**config.mk**
```make
export PLATFORM = sky130hd
export DESIGN_NAME = fetch_unit
export DESIGN_NICKNAME = d
export VERILOG_FILES = /design/src/rtl/core_pkg.sv /design/src/rtl/fetch_buffer.sv /design/src/rtl/fetch_unit.sv
export SDC_FILE = /design/constraint.sdc
export NUM_CORES = 1
export LEC_CHECK = 0
export BUFFER_PORTS_ARGS = -buffer_cell sky130_fd_sc_hd__buf_2
export CAP_MARGIN = 10
export CORE_AREA = 2 2 145 147
export DETAILED_ROUTE_END_ITERATION = 16
export DIE_AREA = 0 0 147 149
export PLACE_DENSITY = 0.8
export REMOVE_ABC_BUFFERS = 1
export SYNTH_ARGS = -nofsm -noshare
export SYNTH_HDL_FRONTEND = slang
export SYNTH_SLANG_ARGS = --single-unit
```
**constraint.sdc**
```tcl
create_clock -name clk -period 5.2 [get_ports clk]
set_input_delay 0.52 -clock clk [delete_from_list [all_inputs] [get_ports clk]]
set_output_delay 0.52 -clock clk [all_outputs]
set_load 0.02 [all_outputs]
```
**src/rtl/core_pkg.sv**
```systemverilog
// Shared core definitions: opcodes, fetch FSM states and the fetch buffer payload.
package core_pkg;

  localparam logic [6:0]  OPC_BRANCH = 7'b1100011;
  localparam logic [6:0]  OPC_JAL    = 7'b1101111;
  localparam logic [6:0]  OPC_JALR   = 7'b1100111;
  localparam logic [31:0] NOP_INSTR  = 32'h0000_0013;

  typedef enum logic [1:0] {
    FETCH,
    WAIT,
    DRAIN
  } fetch_state_t;

  typedef struct packed {
    logic [31:0] pc;
    logic [31:0] instr;
  } fetch_entry_t;

  // Force a byte address onto a word boundary.
  function automatic logic [31:0] word_align(input logic [31:0] addr);
    return {addr[31:2], 2'b00};
  endfunction

endpackage

```
**src/rtl/fetch_buffer.sv**
```systemverilog
// Shift-register FIFO of fetched instructions; entry 0 is the registered head seen by decode.
module fetch_buffer
  import core_pkg::*;
#(
  parameter int unsigned BUF_DEPTH = 2,
  localparam int unsigned CW = $clog2(BUF_DEPTH + 1)
) (
  input  logic         clk,
  input  logic         rst,
  input  logic         push,
  input  fetch_entry_t push_entry,
  input  logic         pop,
  input  logic         flush,
  output logic [CW-1:0] count,
  output fetch_entry_t head
);

  fetch_entry_t  q   [BUF_DEPTH];
  fetch_entry_t  q_n [BUF_DEPTH];
  logic [CW-1:0] count_n;
  logic          do_pop;
  logic          do_push;
  logic          full;

  assign full    = (count == CW'(BUF_DEPTH));
  assign do_pop  = pop && (count != '0);
  assign do_push = push && (!full || do_pop);
  assign head    = q[0];

  // Pop shifts toward the head; push lands just past the surviving entries.
  always_comb begin
    q_n     = q;
    count_n = count;
    if (do_pop) begin
      for (int i = 0; i < int'(BUF_DEPTH) - 1; i++) begin
        q_n[i] = q[i+1];
      end
      count_n = count - CW'(1);
    end
    if (do_push) begin
      for (int i = 0; i < int'(BUF_DEPTH); i++) begin
        if (CW'(i) == count_n) begin
          q_n[i] = push_entry;
        end
      end
      count_n = count_n + CW'(1);
    end
    if (flush) begin
      q_n     = q;
      count_n = '0;
    end
  end

  always_ff @(posedge clk or posedge rst) begin
    if (rst) begin
      for (int i = 0; i < int'(BUF_DEPTH); i++) begin
        q[i] <= '{pc: 32'h0, instr: NOP_INSTR};
      end
      count <= '0;
    end else begin
      q     <= q_n;
      count <= count_n;
    end
  end

  // The issue credit check makes a push into a full buffer impossible.
  assert property (@(posedge clk) disable iff (rst) !(push && !flush && full && !pop));

endmodule

```
**src/rtl/fetch_unit.sv**
```systemverilog
// Instruction fetch stage: owns the PC, issues single-outstanding imem requests,
// buffers returned words toward decode and restarts on branch/jump redirects.
module fetch_unit
  import core_pkg::*;
#(
  parameter logic [31:0]  RESET_PC  = 32'h0000_0000,
  parameter int unsigned  BUF_DEPTH = 2
) (
  input  logic        clk,
  input  logic        rst,
  input  logic        br_taken,
  input  logic [31:0] br_target,
  input  logic        jump,
  input  logic [31:0] jump_target,
  input  logic        stall,
  output logic        imem_req_valid,
  input  logic        imem_req_ready,
  output logic [31:0] imem_req_addr,
  input  logic        imem_resp_valid,
  input  logic [31:0] imem_resp_data,
  output logic        if_valid,
  input  logic        if_ready,
  output logic [31:0] if_pc,
  output logic [31:0] if_pc_plus4,
  output logic [31:0] if_instr,
  output logic        misaligned_fault
);

  localparam int unsigned CW = $clog2(BUF_DEPTH + 1);

  fetch_state_t  state;
  fetch_state_t  state_n;
  logic [31:0]   pc;
  logic [31:0]   req_pc;
  logic [31:0]   target;
  logic          redirect;
  logic          req_fire;
  logic          resp_accept;
  logic          pop;
  logic [CW-1:0] count;
  fetch_entry_t  head;
  fetch_entry_t  push_entry;

  assign redirect = br_taken | jump;
  assign target   = br_taken ? br_target : jump_target;

  // A free buffer slot is reserved for the response before a request may issue.
  assign imem_req_valid = !rst && !redirect && (state == FETCH) && !stall
                          && (count < CW'(BUF_DEPTH));
  assign imem_req_addr  = pc;
  assign req_fire       = imem_req_valid & imem_req_ready;
  assign resp_accept    = (state == WAIT) & imem_resp_valid & !redirect;
  assign push_entry     = '{pc: req_pc, instr: imem_resp_data};

  assign if_valid    = (count != '0);
  assign pop         = if_valid & if_ready;
  assign if_pc       = head.pc;
  assign if_instr    = head.instr;
  assign if_pc_plus4 = head.pc + 32'd4;

  always_ff @(posedge clk or posedge rst) begin
    if (rst) begin
      state <= FETCH;
    end else begin
      state <= state_n;
    end
  end

  // A redirect while a response is still owed turns that response stale.
  always_comb begin
    state_n = state;
    case (state)
      FETCH: begin
        if (req_fire) begin
          state_n = WAIT;
        end
      end
      WAIT: begin
        if (imem_resp_valid) begin
          state_n = FETCH;
        end else if (redirect) begin
          state_n = DRAIN;
        end
      end
      DRAIN: begin
        if (imem_resp_valid) begin
          state_n = FETCH;
        end
      end
      default: state_n = FETCH;
    endcase
  end

  always_ff @(posedge clk or posedge rst) begin
    if (rst) begin
      pc               <= RESET_PC;
      req_pc           <= RESET_PC;
      misaligned_fault <= 1'b0;
    end else begin
      misaligned_fault <= redirect && (target[1:0] != 2'b00);
      if (redirect) begin
        pc <= word_align(target);
      end else if (req_fire) begin
        pc <= pc + 32'd4;
      end
      if (req_fire) begin
        req_pc <= pc;
      end
    end
  end

  fetch_buffer #(
    .BUF_DEPTH (BUF_DEPTH)
  ) u_buffer (
    .clk        (clk),
    .rst        (rst),
    .push       (resp_accept),
    .push_entry (push_entry),
    .pop        (pop),
    .flush      (redirect),
    .count      (count),
    .head       (head)
  );

endmodule

```
After elaboration in Yosys (flattened, before gate mapping)
Cells that the tools add are included.

cells by class
  equality and inequality tests = 7
  reductions and logical operators = 19
  bitwise gates (word level) = 6
  magnitude comparators = 1
  muxes and demuxes = 15
  add/sub/neg operators = 4

operators with widths
  kind                                              number
  2-to-1 mux 64 bit                                 3
  2-to-1 mux 128 bit                                1
  2-to-1 mux 32 bit                                 3
  adder 32 x 3 -> 32 bit, second input constant     2
  2-to-1 mux 2 bit                                  7
  logical AND 1 bit                                 7
  case mux 2 bit (3 select lines)                   1
  AND reduction 3 bit                               2
  nonzero test 2 bit                                3
  AND 1 bit                                         4
  == test 2 bit, second input constant              2
  zero test 1 bit                                   4
  zero test 2 bit                                   2
  != test 2 bit, second input constant              2
  != test 3 bit, second input constant              1
  adder 2 x 1 -> 2 bit, second input constant       1
  == test 1 x 2 -> 1 bit, first input constant      1
  == test 2 x 1 -> 1 bit, second input constant     1
  < comparator 2 bit, second input constant         1
  subtractor 2 x 1 -> 2 bit, second input constant  1
  logical OR 1 bit                                  1
  inverter 1 bit                                    1
  bitwise OR 1 bit                                  1

storage, ports and cells
  flip-flop bits (word level) = 197
  word-level logic and storage cells = 61

Logic depth before layout (Yosys ltp)
Gate-level depths: netlist of the first run.

  depth after elaboration = 9
  mapped depth = 12

Hierarchy
Synthesis of the first run repeated with hierarchy kept, for this count alone.

second synthesis, totals
  cells, all modules = 921
  area, all modules = 10158.5 um2

by module, submodules not included
  module        area each (um2)  seq. area each (um2)  instances  cells each
  fetch_buffer  6182.2           3260.6                1          433
  fetch_unit    3976.3           1576.5                1          488

Least setup slack after synthesis of the first run
Ideal clock, no wire load.

  path type = register to register
  start point = register u_buffer.count[0]
  end point = register u_buffer.q, in the netlist u_buffer.head[10]
  stages on the path, launching flop included = 13
  data arrival time = 2.552 ns
  data required time = 5.074 ns
  setup time = 0.126 ns
  slack = 2.522 ns
  buffers on the path = 3
  clock period less this slack = 2.678 ns
  cells stage by stage = dfrtp_1 inv_1 ha_1 nand2b_1 clkbuf_1 nor2_1 a21oi_1 ha_1 or3b_2 a21oi_2 buf_2 buf_2 a21oi_1

between the ends
  cells in the longest elaborated chain, start to end = 7

RTL lines
  element                        line                                  source
  start, declared                fetch_buffer.sv:14                    output logic [CW-1:0] count,
  start signal, assigned         fetch_buffer.sv:62                    count <= count_n;
  nonzero test 2 bit             fetch_buffer.sv:26, fetch_unit.sv:55
  AND 1 bit                      fetch_unit.sv:56                      assign pop = if_valid & if_ready;
  logical AND 1 bit              fetch_buffer.sv:26                    assign do_pop = pop && (count != '0);
  2-to-1 mux 2 bit               fetch_buffer.sv:34                    if (do_pop) begin
  zero test 2 bit                fetch_buffer.sv:42                    if (CW'(i) == count_n) begin
  2-to-1 mux 64 bit              fetch_buffer.sv:42
  2-to-1 mux 128 bit *           fetch_buffer.sv:40                    if (do_push) begin
  end signal, assigned by index  fetch_buffer.sv:57                    q[i] <= '{pc: 32'h0, instr: NOP_INSTR};
  end signal, assigned           fetch_buffer.sv:61                    q <= q_n;
  end, declared                  fetch_buffer.sv:18                    fetch_entry_t q [BUF_DEPTH];

Mark *: on every way between the ends. The rest lies on a longest branch, timed or not.
A chain may end at the register's enable or synchronous reset.

Worst setup path in the final report of the first run
  start point = register u_buffer.q, in the netlist u_buffer.head[44]
  end point = output if_pc_plus4[24]

between the ends
  cells in the longest elaborated chain, start to end = 1

RTL lines
  element                 line              source
  adder 32 x 3 -> 32 bit  fetch_unit.sv:59  assign if_pc_plus4 = head.pc + 32'd4;
  end, declared           fetch_unit.sv:24  output logic [31:0] if_pc_plus4,

Every way passes these cells.

==> out/metrics.csv, run 1 <==
stage;metric;value;unit
layout;layout-drive-gt1-share;35.5;%
grt;grt_usage;22.4;%
layout;final_util;54.7;%
routing;drc;0;
floorplanning;die_y;149;µm
grt;grt_pass1_wl;38300;µm
status;outcome;finished, final reports clean;
power;p_leak;5.22;nW
setup_path;crit_fanout;7;
place;dpl.hpwl;16900;µm
layout;finalNetCount;1182;
sta;slew_viol_final;0;
layout;num-fill-cells;1789;
routing;wl_per_cell;18.0;µm
setup_path;reg2reg_depth;10;
layout;fin_cells;1361;
place;numPortBuffers;232;
synth;synth.top_cells.by_area;dfrtp_1, mux2_2, mux2i_1;
setup_path;critical_path_class;reg -> out;
clock_tree;cts_setup_buffers;0;
sta;tightestPinTransition;1.10;ns
clock_tree;cts-hold-fix-buffers;0;
synth;ys_seq_area_share;48.9;%
clock_tree;cts.sinks;191;
routing;vias_per_cell;5.55;
place;dp.cells;1328;
synth;yosysWarnings;0;
synth;synth_seq_cells;191;
floorplanning;coreArea;20600;µm²
sta;setup_tns;0;ns
synth;synth_flop_cell;dfrtp_1;
floorplanning;row_count;53;
run;drv_cap;0;
floorplanning;design.die.area;21900;µm²
sta;fin_crit;3.36;ns
layout;final_cell_area;11200;µm²
clock_tree;tritoncts;done;
synth;syn_area;9800;µm²
grt;antenna_found_initial;1;
synth;postSynthCellCount;924;
routing;ant_nets;0;
synth;synth_edf_count;0;
clock_tree;numCtsBuffers;17;
floorplanning;pin_count;235;
power;ir_worst_vdd;0.230;mV
setup_path;required;4.68;ns
synth;synth_cell_types;58;
floorplanning;die_w;147;µm
routing;via_count;7553;
power;total_power;4.15;mW
place;place_area;10700;µm²
layout;synthToLayoutAreaGrowth;14.7;%
synth;synth-async-reset-ratio;100;%
clock_tree;cts-root-buf;clkbuf_16;
synth;synth.most_common_cell;dfrtp_1;
clock_tree;cts_resized;0;
setup_path;worstPathArrival;2.84;ns
sta;rsz0062_at_grt;false;
sta;finalSetupViolations;0;
power;power_density;370;nW/µm²
clock_tree;cts_max_level;4;
synth;ys_top_cells_by_count;dfrtp_1, nor2_1, mux2_2;
sta;timing.fmax;297;MHz
grt;gr-total-overflow;0;
routing;wl;24500;µm
place;gp_congestion;0.851;
clock_tree;clk_latency;0.42;ns
grt;grt_pass1_vias;7142;
synth;syn_area_per_cell;10.6;µm²
sta;finalCritPeriodShare;64.7;%
routing;dr.pass1.iters;5;
setup_path;startpoint_type;register;
grt;grt_max_degree;154;
hold_path;hold_class;in -> async;
sta;finalHoldViolations;0;
synth;yosysTopAreaCellShare;47.2;%
setup_path;end_kind;output port;
floorplanning;start_util;47.7;%
synth;yosysTopAreaCell;dfrtp_1;
sta;relSlewSlack;26.2;%
clock_tree;clk_transition_reported_paths;0.07;ns
clock_tree;clockBufferDepth;2;
sta;fin_skew;0.00995;ns
routing;drt_iter0_drc;573;
==> final cells by class <==
cell class,count,area [µm²],share of cell area [%]
well taps,275,344,3.06
diodes,1,2.50,0.0223
flip-flops and latches,191,4790,42.6
clock inverters,14,110,0.979
clock buffers,18,429,3.82
inverters,17,71.3,0.634
repair buffers,241,1240,11.0
multi-input cells,604,4260,37.9
==> power breakdown <==
part,switching (mW),leakage (nW),internal [mW],total (mW)
sequential,0.246,2.47,1.71,1.96
combinational,0.614,2.48,0.377,0.991
clock,0.584,0.260,0.622,1.21
==> routing by layer <==
| metal | share of wire (%) | GRT usage (%) | vias up |
|---|---|---|---|
| met5 | 0 | 0 | - |
| met4 | 1.5 | 5.38 | 0 |
| met3 | 6.9 | 4.71 | 34 |
| met2 | 47 | 35.8 | 318 |
| met1 | 44 | 31.6 | 3685 |
| li1 | - | - | 3516 |
==> stage by stage <==
step	setup slack (ns)	hold WS, ns
2_1_floorplan	-0.509	0.466
3_3_place_gp	2.22	0.485
3_5_place_dp	2.10	0.495
4_1_cts	1.80	0.259
5_1_grt	1.69	0.267
6_report	1.84	0.274
==> cell families (layout without fill, tap and decap cells) <==
kind of cell             Yosys count  after routing  share of synthesized area, %
AND/OR/NAND/NOR                  236            236                          11.9
flip-flops                       191            191                          48.9
AO/OA/AOI/OAI                    163            163                          9.74
multiplexers                     158            158                          17.3
buffers and inverters            130            290                          7.88
XOR/XNOR                          39             39                          3.49
adder cells (fa/ha/maj)            6              6                         0.766
other                              1              3                        0.0383
==> flip-flops by register name, summed over array words and instances (netlist names) <==
| register | cells |
|---|---|
| u_buffer.head | 64 |
| misaligned_fault | 1 |
| u_buffer.count | 2 |
| state | 2 |
| u_buffer.q | 62 |
| imem_req_addr | 30 |
| req_pc | 30 |
==> critical path, stage by stage (launching register included) <==
cell and delay, ns:
dfrtp_1 0.52, nand4_1 0.40, or4_1 0.76, nor2_1 0.22
and4_1 0.22, xor2_1 0.13, buf_2 0.17
==> cells in the final DEF (no fill, tap or decap), types with 17 or more instances in the layout <==
| cell | count |
|---|---|
| a21oi_1 | 87 |
| buf_2 | 232 |
| clkbuf_16 | 17 |
| dfrtp_1 | 185 |
| mux2_2 | 91 |
| mux2i_1 | 67 |
| nand2_1 | 34 |
| nand3_1 | 18 |
| nor2_1 | 99 |
| o21ai_0 | 24 |
| xnor2_1 | 22 |
| xor2_1 | 17 |
==> path summary, 6_finish.rpt <==
path | to | slack [ns] | from
max in group asynchronous | u_buffer.q[1]$_DFFE_PP1P_ | 3.84 | rst
setup / recovery | if_pc_plus4[24] | 1.84 | u_buffer.head[44]$_DFFE_PP0N_
hold reg to reg | u_buffer.q[42]$_DFFE_PP0P_ | 0.51 | u_buffer.q[42]$_DFFE_PP0P_
min in group clk | state[1]$_DFFE_PP0P_ | 0.28 | imem_resp_valid
hold / removal | state[1]$_DFFE_PP0P_ | 0.27 | rst
setup reg to reg | u_buffer.head[20]$_DFFE_PP0N_ | 2.06 | u_buffer.count[0]$_DFF_PP0_
No activity file was read; power rests on OpenSTA's default activity.
==> run 2: changes to the inputs <==
--- a/config.mk
+++ b/config.mk
@@ -5,12 +5,13 @@
 export SDC_FILE = /design/constraint.sdc
 export NUM_CORES = 1
 export LEC_CHECK = 0
+export ABC_AREA = 1
 export BUFFER_PORTS_ARGS = -buffer_cell sky130_fd_sc_hd__buf_2
 export CAP_MARGIN = 10
-export CORE_AREA = 2 2 145 147
+export CORE_AREA = 2 2 147 149
 export DETAILED_ROUTE_END_ITERATION = 16
-export DIE_AREA = 0 0 147 149
-export PLACE_DENSITY = 0.8
+export DIE_AREA = 0 0 149 151
+export PLACE_DENSITY = 0.81
 export REMOVE_ABC_BUFFERS = 1
 export SYNTH_ARGS = -nofsm -noshare
 export SYNTH_HDL_FRONTEND = slang
==> constraint.sdc (replaced) <==
create_clock -name clk -period 2.9 [get_ports clk]
set_input_delay 0.29 -clock clk [delete_from_list [all_inputs] [get_ports clk]]
set_output_delay 0.29 -clock clk [all_outputs]
set_load 0.02 [all_outputs]
==> out/metrics.csv, run 2 <==
stage;metric;value;unit;change
status;outcome;finished, final reports clean;;unchanged
synth;syn_area_per_cell;7.80;µm²;was 10.6 µm²
layout;num-fill-cells;1965;;was 1789
layout;finalNetCount;1571;;was 1182
routing;drc;0;;unchanged
routing;ant_nets;0;;unchanged
floorplanning;die_y;151;µm;was 149 µm
place;place_area;11100;µm²;was 10700 µm²
grt;grt_usage;22.5;%;was 22.4%
sta;rsz0062_at_grt;false;;unchanged
synth;yosysTopAreaCellShare;44.9;%;was 47.2%
layout;final_cell_mix;nand2_1, buf_2, dfrtp_1;;was buf_2, dfrtp_1, nor2_1
routing;wl_per_cell;14.2;µm;was 18.0 µm
routing;dr.pass1.iters;5;;unchanged
clock_tree;clk_transition_reported_paths;0.07;ns;about the same
floorplanning;pin_count;235;;unchanged
setup_path;startpoint_type;register;;unchanged
sta;fin_skew;0.00897;ns;was 0.00995 ns
place;numPortBuffers;232;;unchanged
grt;gr-total-overflow;0;;unchanged
synth;synth_flop_cell;dfrtp_1;;unchanged
synth;synth_seq_cells;191;;unchanged
layout;largest_register_ffs;64;;unchanged
synth;ys_top_cells_by_count;nand2_1, dfrtp_1, o21ai_0;;was dfrtp_1, nor2_1, mux2_2
grt;grt_max_degree;125;;was 154
sta;fin_crit;2.57;ns;
floorplanning;row_count;53;;unchanged
setup_path;critical_path_class;reg -> out;;unchanged
sta;finalSetupViolations;0;;unchanged
synth;synth.most_common_cell;nand2_1;;was dfrtp_1
synth;synth_edf_count;0;;unchanged
sta;setup_tns;0;ns;unchanged
routing;wl;24800;µm;was 24500 µm
place;dpl.hpwl;18400;µm;was 16900 µm
sta;timing.fmax;389;MHz;
sta;relSlewSlack;44.2;%;was 26.2%
grt;grt_pass1_wl;40200;µm;was 38300 µm
synth;postSynthCellCount;1320;;was 924
floorplanning;die_w;149;µm;was 147 µm
clock_tree;tritoncts;done;;unchanged
clock_tree;cts_max_level;4;;unchanged
layout;final_cell_area;11700;µm²;was 11200 µm²
floorplanning;coreArea;20800;µm²;was 20600 µm²
synth;syn_area;10300;µm²;was 9800 µm²
setup_path;end_kind;output port;;unchanged
sta;finalCritPeriodShare;88.7;%;
synth;yosysTopAreaCell;dfrtp_1;;unchanged
power;total_power;6.05;mW;was 4.15 mW
routing;drt_iter0_drc;593;;was 573
routing;via_count;8762;;was 7553
power;p_leak;5.81;nW;was 5.22 nW
layout;synthToLayoutAreaGrowth;13.9;%;was 14.7%
floorplanning;design.die.area;22500;µm²;was 21900 µm²
grt;antenna_found_initial;0;;was 1
sta;slew_viol_final;0;;unchanged
clock_tree;clockBufferDepth;2;;unchanged
sta;tightestPinTransition;0.837;ns;was 1.10 ns
synth;synth_cell_types;42;;was 58
layout;final_common_cell;nand2_1;;was buf_2
clock_tree;cts-root-buf;clkbuf_16;;unchanged
place;gp_congestion;0.856;;was 0.851
layout;layout-drive-gt1-share;20.8;%;was 35.5%
clock_tree;clk_latency;0.43;ns;was 0.42 ns
layout;n_antenna_cell;0;;was 1
run;drv_cap;0;;unchanged
synth;synth-async-reset-ratio;100;%;unchanged
power;power_density;515;nW/µm²;was 370 nW/µm²
synth;synth.top_cells.by_area;dfrtp_1, nand2_1, o21ai_0;;was dfrtp_1, mux2_2, mux2i_1
clock_tree;cts_setup_buffers;0;;unchanged
power;ir_worst_vdd;0.429;mV;was 0.230 mV
clock_tree;cts.sinks;191;;unchanged
grt;grt_pass1_vias;7950;;was 7142
synth;ys_seq_area_share;46.5;%;was 48.9%
setup_path;worstPathArrival;2.28;ns;was 2.84 ns
setup_path;required;2.61;ns;was 4.68 ns
setup_path;crit_fanout;5;;was 7
routing;vias_per_cell;5.01;;was 5.55
synth;yosysWarnings;0;;unchanged
hold_path;hold_class;in -> reg;;was in -> async
floorplanning;start_util;49.5;%;was 47.7%
clock_tree;numCtsBuffers;17;;unchanged
sta;finalHoldViolations;0;;unchanged
## run 2: cell type report
type | count | area [µm²] | share of cell area [%]
clock buffers | 18 | 429 | 3.66
repair buffers | 247 | 1330 | 11.3
flip-flops and latches | 191 | 4790 | 40.8
clock inverters | 14 | 169 | 1.44
inverters | 128 | 490 | 4.18
multi-input cells | 876 | 4190 | 35.7
well taps | 275 | 344 | 2.93
## run 2: power by group
part	leakage (nW)	internal [mW]	switching [mW]	total, mW
combinational	3.00	0.240	0.466	0.706
sequential	2.53	2.82	0.134	2.95
clock	0.284	1.30	1.08	2.39
## run 2: per-layer routing
layer  wire [µm]  global-route usage (%)  up-vias  share of wire (%)
li1            -                       -     4463                  -
met1       11300                    31.5     3970                 46
met2       11400                    36.6      306                 46
met3        1700                    3.46       23                6.9
met4         340                    5.95        0                1.4
met5           0                       0        -                  0
## run 2: cells by family after synthesis
group                    count (synthesis)  share of synthesized area [%]
AND/OR/NAND/NOR                        536                           21.3
XOR/XNOR                                32                           2.72
other                                    1                         0.0364
adder cells (fa/ha/maj)                  6                          0.729
AO/OA/AOI/OAI                          300                           15.7
buffers and inverters                  254                           13.0
flip-flops                             191                           46.5
## run 2: repair_timing
action / in CTS / in global routing
endpoints found under the hold margin: 21 / 0
hold buffers: 1 / 0
resized for setup: 0 / 0
## run 2: worst paths after layout
path | from | to | slack [ns] | depth (start not counted)
setup reg to reg | u_buffer.count[0]$_DFF_PP0_ | u_buffer.head[34]$_DFFE_PP0N_ | 0.51 | 11
hold reg to reg | u_buffer.head[0]$_DFFE_PP1N_ | u_buffer.head[0]$_DFFE_PP1N_ | 0.47 | 2
min in group asynchronous | rst | u_buffer.head[8]$_DFFE_PP0N_ | 0.33 | 3
max in group asynchronous | rst | u_buffer.head[62]$_DFFE_PP0N_ | 1.49 | 4
hold / removal | imem_resp_valid | state[1]$_DFFE_PP0P_ | 0.09 | 2
setup / recovery | u_buffer.head[46]$_DFFE_PP0N_ | if_pc_plus4[31] | 0.33 | 7
## run 2: worst max-delay path, stage by stage, from the launching register on
cell,delay (ns)
dfrtp_1,0.46
nand2_1,0.11
nor2_1,0.23
nand2_1,0.08
nor3_1,0.41
nand2_1,0.22
xnor2_1,0.17
buf_2,0.18
## run 2: through the flow
stage | util, % | hold WS (ns) | setup slack [ns] | cells
after global placement | 53.4 | 0.242 | 0.654 | 1716
after global routing | 56.3 | 0.0840 | 0.151 | 1749
after floorplan | - | 0.360 | -3.45 | 1195
final | 56.3 | 0.0851 | 0.328 | 1749
after detailed placement | 53.4 | 0.245 | 0.502 | 1716
after CTS | 56.3 | 0.0641 | 0.311 | 1749
